File: config.mk
export PLATFORM = sky130hd
export DESIGN_NAME = if_prefetch_stage
export DESIGN_NICKNAME = d
export VERILOG_FILES = /design/src/rtl/if_prefetch_stage_pkg.sv /design/src/rtl/if_prefetch_stage_sync_fifo.sv /design/src/rtl/if_prefetch_stage.sv
export SDC_FILE = /design/constraint.sdc
export NUM_CORES = 1
export LEC_CHECK = 0
export ABC_AREA = 1
export BUFFER_PORTS_ARGS = -buffer_cell sky130_fd_sc_hd__buf_2
export CAP_MARGIN = 5
export CORE_MARGIN = 2
export CORE_UTILIZATION = 59
export DETAILED_ROUTE_END_ITERATION = 8
export GPL_ROUTABILITY_DRIVEN = 1
export MAX_ROUTING_LAYER = met4
export PLACE_DENSITY = 0.8
export SLEW_MARGIN = 20
export SYNTH_ARGS = -nofsm -noshare
export SYNTH_HDL_FRONTEND = slang
export SYNTH_SLANG_ARGS = --single-unit
export TNS_END_PERCENT = 5
File: constraint.sdc
create_clock -name clk -period 5.49 [get_ports clk]
set_input_delay 0.2745 -clock clk [delete_from_list [all_inputs] [get_ports clk]]
set_output_delay 0.2745 -clock clk [all_outputs]
set_load 0.01 [all_outputs]
File: src/rtl/if_prefetch_stage_pkg.sv
`default_nettype none
// ============================================================================
//  Module      : if_prefetch_stage_pkg
//  Description : Shared widths, reset defaults and helpers for the
//                instruction-fetch prefetch stage.
//  Revision    : 1.0 - initial release
// ============================================================================
package if_prefetch_stage_pkg;

    localparam int unsigned c_WORD_LEN_DEF = 32;
    localparam int unsigned c_ADDR_LEN_DEF = 32;
    localparam int unsigned c_RESET_PC_DEF = 0;
    localparam int unsigned c_INSTR_SH_DEF = 2;

    // Width of a counter that must hold every value 0..depth inclusive
    function automatic int cnt_width(input int depth);
        return $clog2(depth + 1);
    endfunction

endpackage
`default_nettype wire

File: src/rtl/if_prefetch_stage_sync_fifo.sv
`default_nettype none
// ============================================================================
//  Module      : if_prefetch_stage_sync_fifo
//  Description : Synchronous FIFO with push/pop, occupancy count and a
//                synchronous clear. DEPTH must be a power of two (>= 2) so
//                pointers wrap naturally.
//  Revision    : 1.0 - initial release
// ============================================================================
module if_prefetch_stage_sync_fifo
    import if_prefetch_stage_pkg::*;
#(
    parameter int WIDTH = 32,
    parameter int DEPTH = 4
) (
    input  logic                          clk,
    input  logic                          rst,
    input  logic                          i_clr,
    input  logic                          i_push,
    input  logic [WIDTH-1:0]              i_data,
    input  logic                          i_pop,
    output logic [WIDTH-1:0]              o_data,
    output logic                          o_full,
    output logic                          o_empty,
    output logic [cnt_width(DEPTH)-1:0]   o_count
);

    localparam int AW = $clog2(DEPTH);
    localparam int CW = cnt_width(DEPTH);

    logic [WIDTH-1:0] r_mem [DEPTH];
    logic [AW-1:0]    r_wr_ptr;
    logic [AW-1:0]    r_rd_ptr;
    logic [CW-1:0]    r_count;
    logic             w_do_push;
    logic             w_do_pop;

    assign o_full    = (r_count == CW'(DEPTH));
    assign o_empty   = (r_count == '0);
    assign o_count   = r_count;
    assign o_data    = r_mem[r_rd_ptr];
    assign w_do_pop  = i_pop && !o_empty;
    // A full FIFO may still accept a push when the head leaves the same cycle
    assign w_do_push = i_push && (!o_full || w_do_pop);

    // Pointer and occupancy bookkeeping; clear discards everything stored
    always_ff @(posedge clk) begin
        if (rst || i_clr) begin
            r_wr_ptr <= '0;
            r_rd_ptr <= '0;
            r_count  <= '0;
        end else begin
            if (w_do_push) r_wr_ptr <= r_wr_ptr + AW'(1);
            if (w_do_pop)  r_rd_ptr <= r_rd_ptr + AW'(1);
            r_count <= r_count + CW'(w_do_push) - CW'(w_do_pop);
        end
    end

    // Storage array write; contents need no reset because count gates reads
    always_ff @(posedge clk) begin
        if (w_do_push && !i_clr) r_mem[r_wr_ptr] <= i_data;
    end

endmodule
`default_nettype wire

File: src/rtl/if_prefetch_stage.sv
`default_nettype none
// ============================================================================
//  Module      : if_prefetch_stage
//  Description : Instruction-fetch stage: PC generation, pipelined in-order
//                requests to a variable-latency instruction memory, and a
//                DEPTH-entry prefetch queue feeding decode. Branch redirects
//                flush the queue and discard responses still in flight.
//  Revision    : 1.0 - initial release
// ============================================================================
module if_prefetch_stage
    import if_prefetch_stage_pkg::*;
#(
    parameter int                    WORD_LEN = c_WORD_LEN_DEF,
    parameter int                    ADDR_LEN = c_ADDR_LEN_DEF,
    parameter int                    DEPTH    = 4,
    parameter logic [ADDR_LEN-1:0]   RESET_PC = ADDR_LEN'(c_RESET_PC_DEF),
    parameter int                    INSTR_SH = c_INSTR_SH_DEF
) (
    input  logic                  clk,
    input  logic                  rst,
    input  logic                  brTaken,
    input  logic [ADDR_LEN-1:0]   brPC,
    input  logic [WORD_LEN-1:0]   brOffset,
    output logic                  memReqValid,
    input  logic                  memReqReady,
    output logic [ADDR_LEN-1:0]   memReqAddr,
    input  logic                  memRespValid,
    input  logic [WORD_LEN-1:0]   memRespData,
    output logic                  outValid,
    input  logic                  outReady,
    output logic [ADDR_LEN-1:0]   PC,
    output logic [WORD_LEN-1:0]   instruction
);

    localparam int                  CW          = cnt_width(DEPTH);
    localparam logic [ADDR_LEN-1:0] c_STEP      = ADDR_LEN'(1) << INSTR_SH;
    localparam logic [CW:0]         c_DEPTH_EXT = (CW+1)'(DEPTH);

    logic [ADDR_LEN-1:0]          r_fetch_pc;
    logic [CW-1:0]                r_inflight;
    logic [CW-1:0]                r_drop_cnt;

    logic [ADDR_LEN-1:0]          w_off_ext;
    logic [ADDR_LEN-1:0]          w_target;
    logic                         w_credit_ok;
    logic                         w_accept;
    logic                         w_resp_keep;
    logic                         w_pop;

    logic [ADDR_LEN-1:0]          w_tag_pc;
    logic                         w_tag_full;
    logic                         w_tag_empty;
    logic [CW-1:0]                w_tag_count;

    logic [ADDR_LEN+WORD_LEN-1:0] w_q_data;
    logic                         w_q_full;
    logic                         w_q_empty;
    logic [CW-1:0]                w_q_count;

    // Branch target: offset counts instructions, so scale it to bytes
    assign w_off_ext = ADDR_LEN'($signed(brOffset));
    assign w_target  = brPC + (w_off_ext << INSTR_SH);

    // Queued plus outstanding never exceeds DEPTH, so responses always fit
    assign w_credit_ok = ({1'b0, w_q_count} + {1'b0, r_inflight}) < c_DEPTH_EXT;
    assign memReqValid = w_credit_ok && !brTaken && !rst;
    assign memReqAddr  = r_fetch_pc;
    assign w_accept    = memReqValid && memReqReady;

    // Stale responses (pending drops, or arriving with a redirect) are discarded
    assign w_resp_keep = memRespValid && (r_drop_cnt == '0) && !brTaken;

    assign outValid    = !w_q_empty;
    assign w_pop       = outValid && outReady;
    assign PC          = outValid ? w_q_data[WORD_LEN +: ADDR_LEN] : '0;
    assign instruction = outValid ? w_q_data[WORD_LEN-1:0]         : '0;

    // Fetch address: redirect beats sequential advance
    always_ff @(posedge clk) begin
        if (rst) begin
            r_fetch_pc <= RESET_PC;
        end else if (brTaken) begin
            r_fetch_pc <= w_target;
        end else if (w_accept) begin
            r_fetch_pc <= r_fetch_pc + c_STEP;
        end
    end

    // Outstanding request count, dropped or not
    always_ff @(posedge clk) begin
        if (rst) begin
            r_inflight <= '0;
        end else begin
            unique case ({w_accept, memRespValid})
                2'b10:   r_inflight <= r_inflight + CW'(1);
                2'b01:   r_inflight <= r_inflight - CW'(1);
                default: r_inflight <= r_inflight;
            endcase
        end
    end

    // On redirect every request still outstanding becomes stale; a response
    // arriving in the redirect cycle is already discarded and not counted
    always_ff @(posedge clk) begin
        if (rst) begin
            r_drop_cnt <= '0;
        end else if (brTaken) begin
            r_drop_cnt <= r_inflight - (memRespValid ? CW'(1) : CW'(0));
        end else if (memRespValid && (r_drop_cnt != '0)) begin
            r_drop_cnt <= r_drop_cnt - CW'(1);
        end
    end

    // Fetch PCs of live outstanding requests, in request order
    if_prefetch_stage_sync_fifo #(
        .WIDTH (ADDR_LEN),
        .DEPTH (DEPTH)
    ) u_tag_fifo (
        .clk     (clk),
        .rst     (rst),
        .i_clr   (brTaken),
        .i_push  (w_accept),
        .i_data  (r_fetch_pc),
        .i_pop   (w_resp_keep),
        .o_data  (w_tag_pc),
        .o_full  (w_tag_full),
        .o_empty (w_tag_empty),
        .o_count (w_tag_count)
    );

    // Prefetch queue of {PC, instruction} pairs presented to decode
    if_prefetch_stage_sync_fifo #(
        .WIDTH (ADDR_LEN + WORD_LEN),
        .DEPTH (DEPTH)
    ) u_instr_q (
        .clk     (clk),
        .rst     (rst),
        .i_clr   (brTaken),
        .i_push  (w_resp_keep),
        .i_data  ({w_tag_pc, memRespData}),
        .i_pop   (w_pop),
        .o_data  (w_q_data),
        .o_full  (w_q_full),
        .o_empty (w_q_empty),
        .o_count (w_q_count)
    );

    // Protocol sanity: memory must not answer unrequested, and bookkeeping must agree
    always_ff @(posedge clk) begin
        if (!rst) begin
            assert (!(memRespValid && (r_inflight == '0)));
            assert (!(w_resp_keep && w_tag_empty));
            assert (!(w_resp_keep && w_q_full && !w_pop));
            assert (!(w_accept && w_tag_full));
            assert (w_tag_count <= r_inflight);
        end
    end

endmodule
`default_nettype wire
==> results.yml <==
placement:
  pre_cts_ws_ns: 2.149
  io_buffers: 197
  dp_hpwl_um: 28550
  gp_congestion: 0.9393
sta:
  fmax_mhz: 292.8
  rsz0062_at_grt: "false"
  setup_viol: 0
  setup_slack_ns: 2.074
  final_max_slew_viol_count: 0
  finalHoldViolations: 0
  fin_skew_ns: 0.01838
  fin_crit_ns: 3.416
  period_share_pct: 62.22
  maxSlewHeadroom_pct: 28.47
  tightest_slew_ns: 1.073
  setup-tns-final_ns: 0
synthesis:
  syn-mean-instance-area_um2: 10.13
  synthArstFlopShare_pct: 0
  syn_area_um2: 19990
  ys_types: 42
  synthFlopType: "edfxtp_1"
  yosys_register_bits: 440
  syn_nets: 2127
  synth-seq-area-share_pct: 63.31
  synth_edf_count: 384
  yosysWarnings: 0
  synth_cells: 1972
worst_setup_path:
  reg2reg_slack_ns: 2.33
  cp_slowest_stage_delay_ns: 0.80
  cp_cell_sequence: "clkinv_2 > buf_4 > o21ai_0 > a21oi_1 > buf_2"
  critPathBufInv: 3
  cp_top_family: "buffers and inverters"
  crit_arrival_ns: 3.14
  ff2ff_path_depth: 9
  r2r-end: "u_instr_q.r_mem[2][6]"
  worst-path-max-fanout: 77
  cp_slowest_cell: "clkinv_2"
  r2r-start: "r_drop_cnt[0]"
  worst-path-stages: 5
  startpoint_type: "register"
  required_ns: 5.22
  worstSetupEndpointType: "output pin"
  critical_path_class: "register to output pin"
route:
  dr_wl_met2_um: 23540
  vias: 14914
  antenna_left: 0
  drt_wl_total_um: 47040
  wl_met1_um: 19040
  drtIter0Drc: 1392
  dr.max_layer_used: "met4"
  wire_per_inst_um: 17.68
  via_per_inst: 5.607
  first_pass_iters: 6
  route.met3.wl_um: 3278
  route.detailed.drc: 0
cts:
  cts_tree: "built"
  cts_buffer_depth: 3
  cts_num_sinks: 440
  post_cts_hold_buffer_count: 35
  cts_inserted_buffers: 42
  cts_setup_buffers: 0
  cts_root_buffer: "clkbuf_16"
  insertion_delay_ns: 0.55
  clkTransAtPathRegs_ns: 0.06
  cts-resized-gates: 0
  cts_max_level: 2
power_and_ir_drop:
  power_switching_mw: 1.737
  ir_worst_vdd_v: 0.0002723
  leakage_nw: 8.994
  clock_power_share_pct: 37.5
  switching_share_pct: 23.89
  seq_power_share_pct: 52.4
  p_comb_share_pct: 10.1
  power.density_nw_per_um2: 316.0
  p_int_mw: 5.535
layout:
  drive_gt1_share_pct: 13.97
  area_growth_pct: 15.14
  fill_cells: 2377
  antennaDiodeCount: 0
  fin_nets: 2337
die:
  dieHeight_um: 188.0
  ios: 200
  coreArea_um2: 33450
  die-area_um2: 35360
  die_w_um: 188.0
  placementRows: 67
  start_util_pct: 59.75
run_status:
  outcome: "finished, final reports clean"
min_path:
  worstHoldPathType: "primary input to register"
  hp-start: "memReqReady"
  holdPathStages: 4
  hold_end: "memReqAddr[12]"
global_routing:
  grt_pass1_vias: 14562
  gr-total-overflow: 0
  track_usage_pct: 27.08
  grt_pass1_wl_um: 73550
  antenna_found_initial: 0
  grt_max_degree: 103
flow_run:
  cap_violations: 0
-- power by group through the flow --
stage	clock (mW)	combinational, mW	sequential (mW)
6_report	2.73	0.737	3.81
5_1_grt	2.89	0.824	3.82
4_1_cts	2.75	0.730	3.81
3_5_place_dp	0	0.705	3.88
3_3_place_gp	0	0.686	3.87
2_1_floorplan	0	0.448	3.86
-- Yosys cell counts, types with 2 or more instances --
cell | count | area [um^2]
dfxtp_1 | 56 | 1121
nand4_1 | 9 | 56.30
nand3b_1 | 7 | 52.55
xor2_1 | 18 | 157.7
nor3_1 | 19 | 95.09
nor3_2 | 5 | 50.05
xnor2_1 | 7 | 61.31
edfxtp_1 | 384 | 11530
a21oi_1 | 135 | 675.7
o31ai_1 | 2 | 15.01
inv_1 | 161 | 604.3
nor3_4 | 2 | 32.53
o211ai_1 | 2 | 15.01
buf_2 | 2 | 10.01
ha_1 | 49 | 613.1
buf_6 | 2 | 22.52
o22ai_1 | 32 | 200.2
or2_2 | 3 | 18.77
clkbuf_1 | 52 | 195.2
buf_4 | 3 | 22.52
nand2_1 | 226 | 848.3
nand2_4 | 3 | 33.78
inv_2 | 5 | 18.77
o21ai_1 | 6 | 30.03
nand2_2 | 3 | 18.77
nor2_1 | 414 | 1554
a31oi_1 | 7 | 43.79
nand3_1 | 54 | 270.3
o21ai_0 | 257 | 1286
o21bai_1 | 10 | 75.07
fa_1 | 4 | 80.08
buf_1 | 23 | 86.33
-- worst register-to-register path, stage by stage, from the launching register on --
cell	delay [ns]
dfxtp_1	0.30
inv_1	0.09
ha_1	0.15
nand2_1	0.06
nor3_1	0.23
inv_1	0.11
a31oi_1	0.33
inv_1	0.28
nor2_4	0.52
buf_4	0.67
-- worst max path at each step --
stage	start	endpoint	slack, ns
floorplan	r_drop_cnt[0]	u_instr_q.r_mem[0][0]	1.12
global route	register	PC[23]	1.82
detailed placement	brTaken	u_tag_fifo.o_count[2]	2.15
CTS	register	PC[9]	2.09
global placement	brTaken	u_instr_q.r_mem[2][6]	2.17
finish	register	PC[28]	2.07
-- through the flow --
step	instance area [um^2]	instances	hold slack (ns)	utilization, %	power, mW
floorplan	19990	1972	0.3407	-	4.308
global placement	21370	2551	0.4483	63.88	4.557
detailed placement	21370	2551	0.4757	63.88	4.582
CTS	23010	2660	0.04360	68.79	7.290
global route	23010	2660	0.08065	68.80	7.531
finish	23010	2660	0.07175	68.80	7.272
-- layer usage --
metal	vias to the layer above	global-route usage, %
met2	608	46.17
met3	104	3.856
li1	7214	-
met4	0	9.388
met1	6988	33.23
met5	-	-
-- sequential cells by signal (all words and copies together) (netlist names), named ones only --
name / count
u_instr_q.r_wr_ptr: 2
u_instr_q.o_count: 3
memReqAddr: 32
u_tag_fifo.o_count: 3
u_tag_fifo.r_mem: 128
u_instr_q.r_rd_ptr: 2
r_drop_cnt: 3
u_tag_fifo.r_wr_ptr: 2
r_inflight: 3
u_instr_q.r_mem: 256
u_tag_fifo.r_rd_ptr: 2
-- kinds of logic after synthesis --
group	synth area share, %
simple gates	15.36
fa+ha+maj	3.468
flops	63.31
buf+inv	4.864
compound gates	11.90
xor+xnor	1.096
-- placed cells by master (no fill, tap or decap), drive strengths merged, types with 7 or more instances in the layout --
cell and instances:
dlygate4sd3 35, nand2 232, xnor2 7, nand3b 7, a21oi 135, a31oi 7, dfxtp 56, o21ai 263
buf 213, o21bai 10, nand3 55, nor2 416, inv 167, clkinv 19, edfxtp 384, nor3 26
nand4 10, ha 49, xor2 18, o22ai 32, clkbuf 54
-- area by class of cell --
cell class	instances	area [um^2]	share of cell area, %
well taps	448	560.5	2.436
clock inverters	20	163.9	0.7123
multi-input cells	1282	6409	27.85
inverters	168	636.9	2.768
flip-flops and latches	440	12660	55.01
repair buffers	248	1456	6.329
clock buffers	54	1127	4.899
Power figures use the tool's default switching activity.
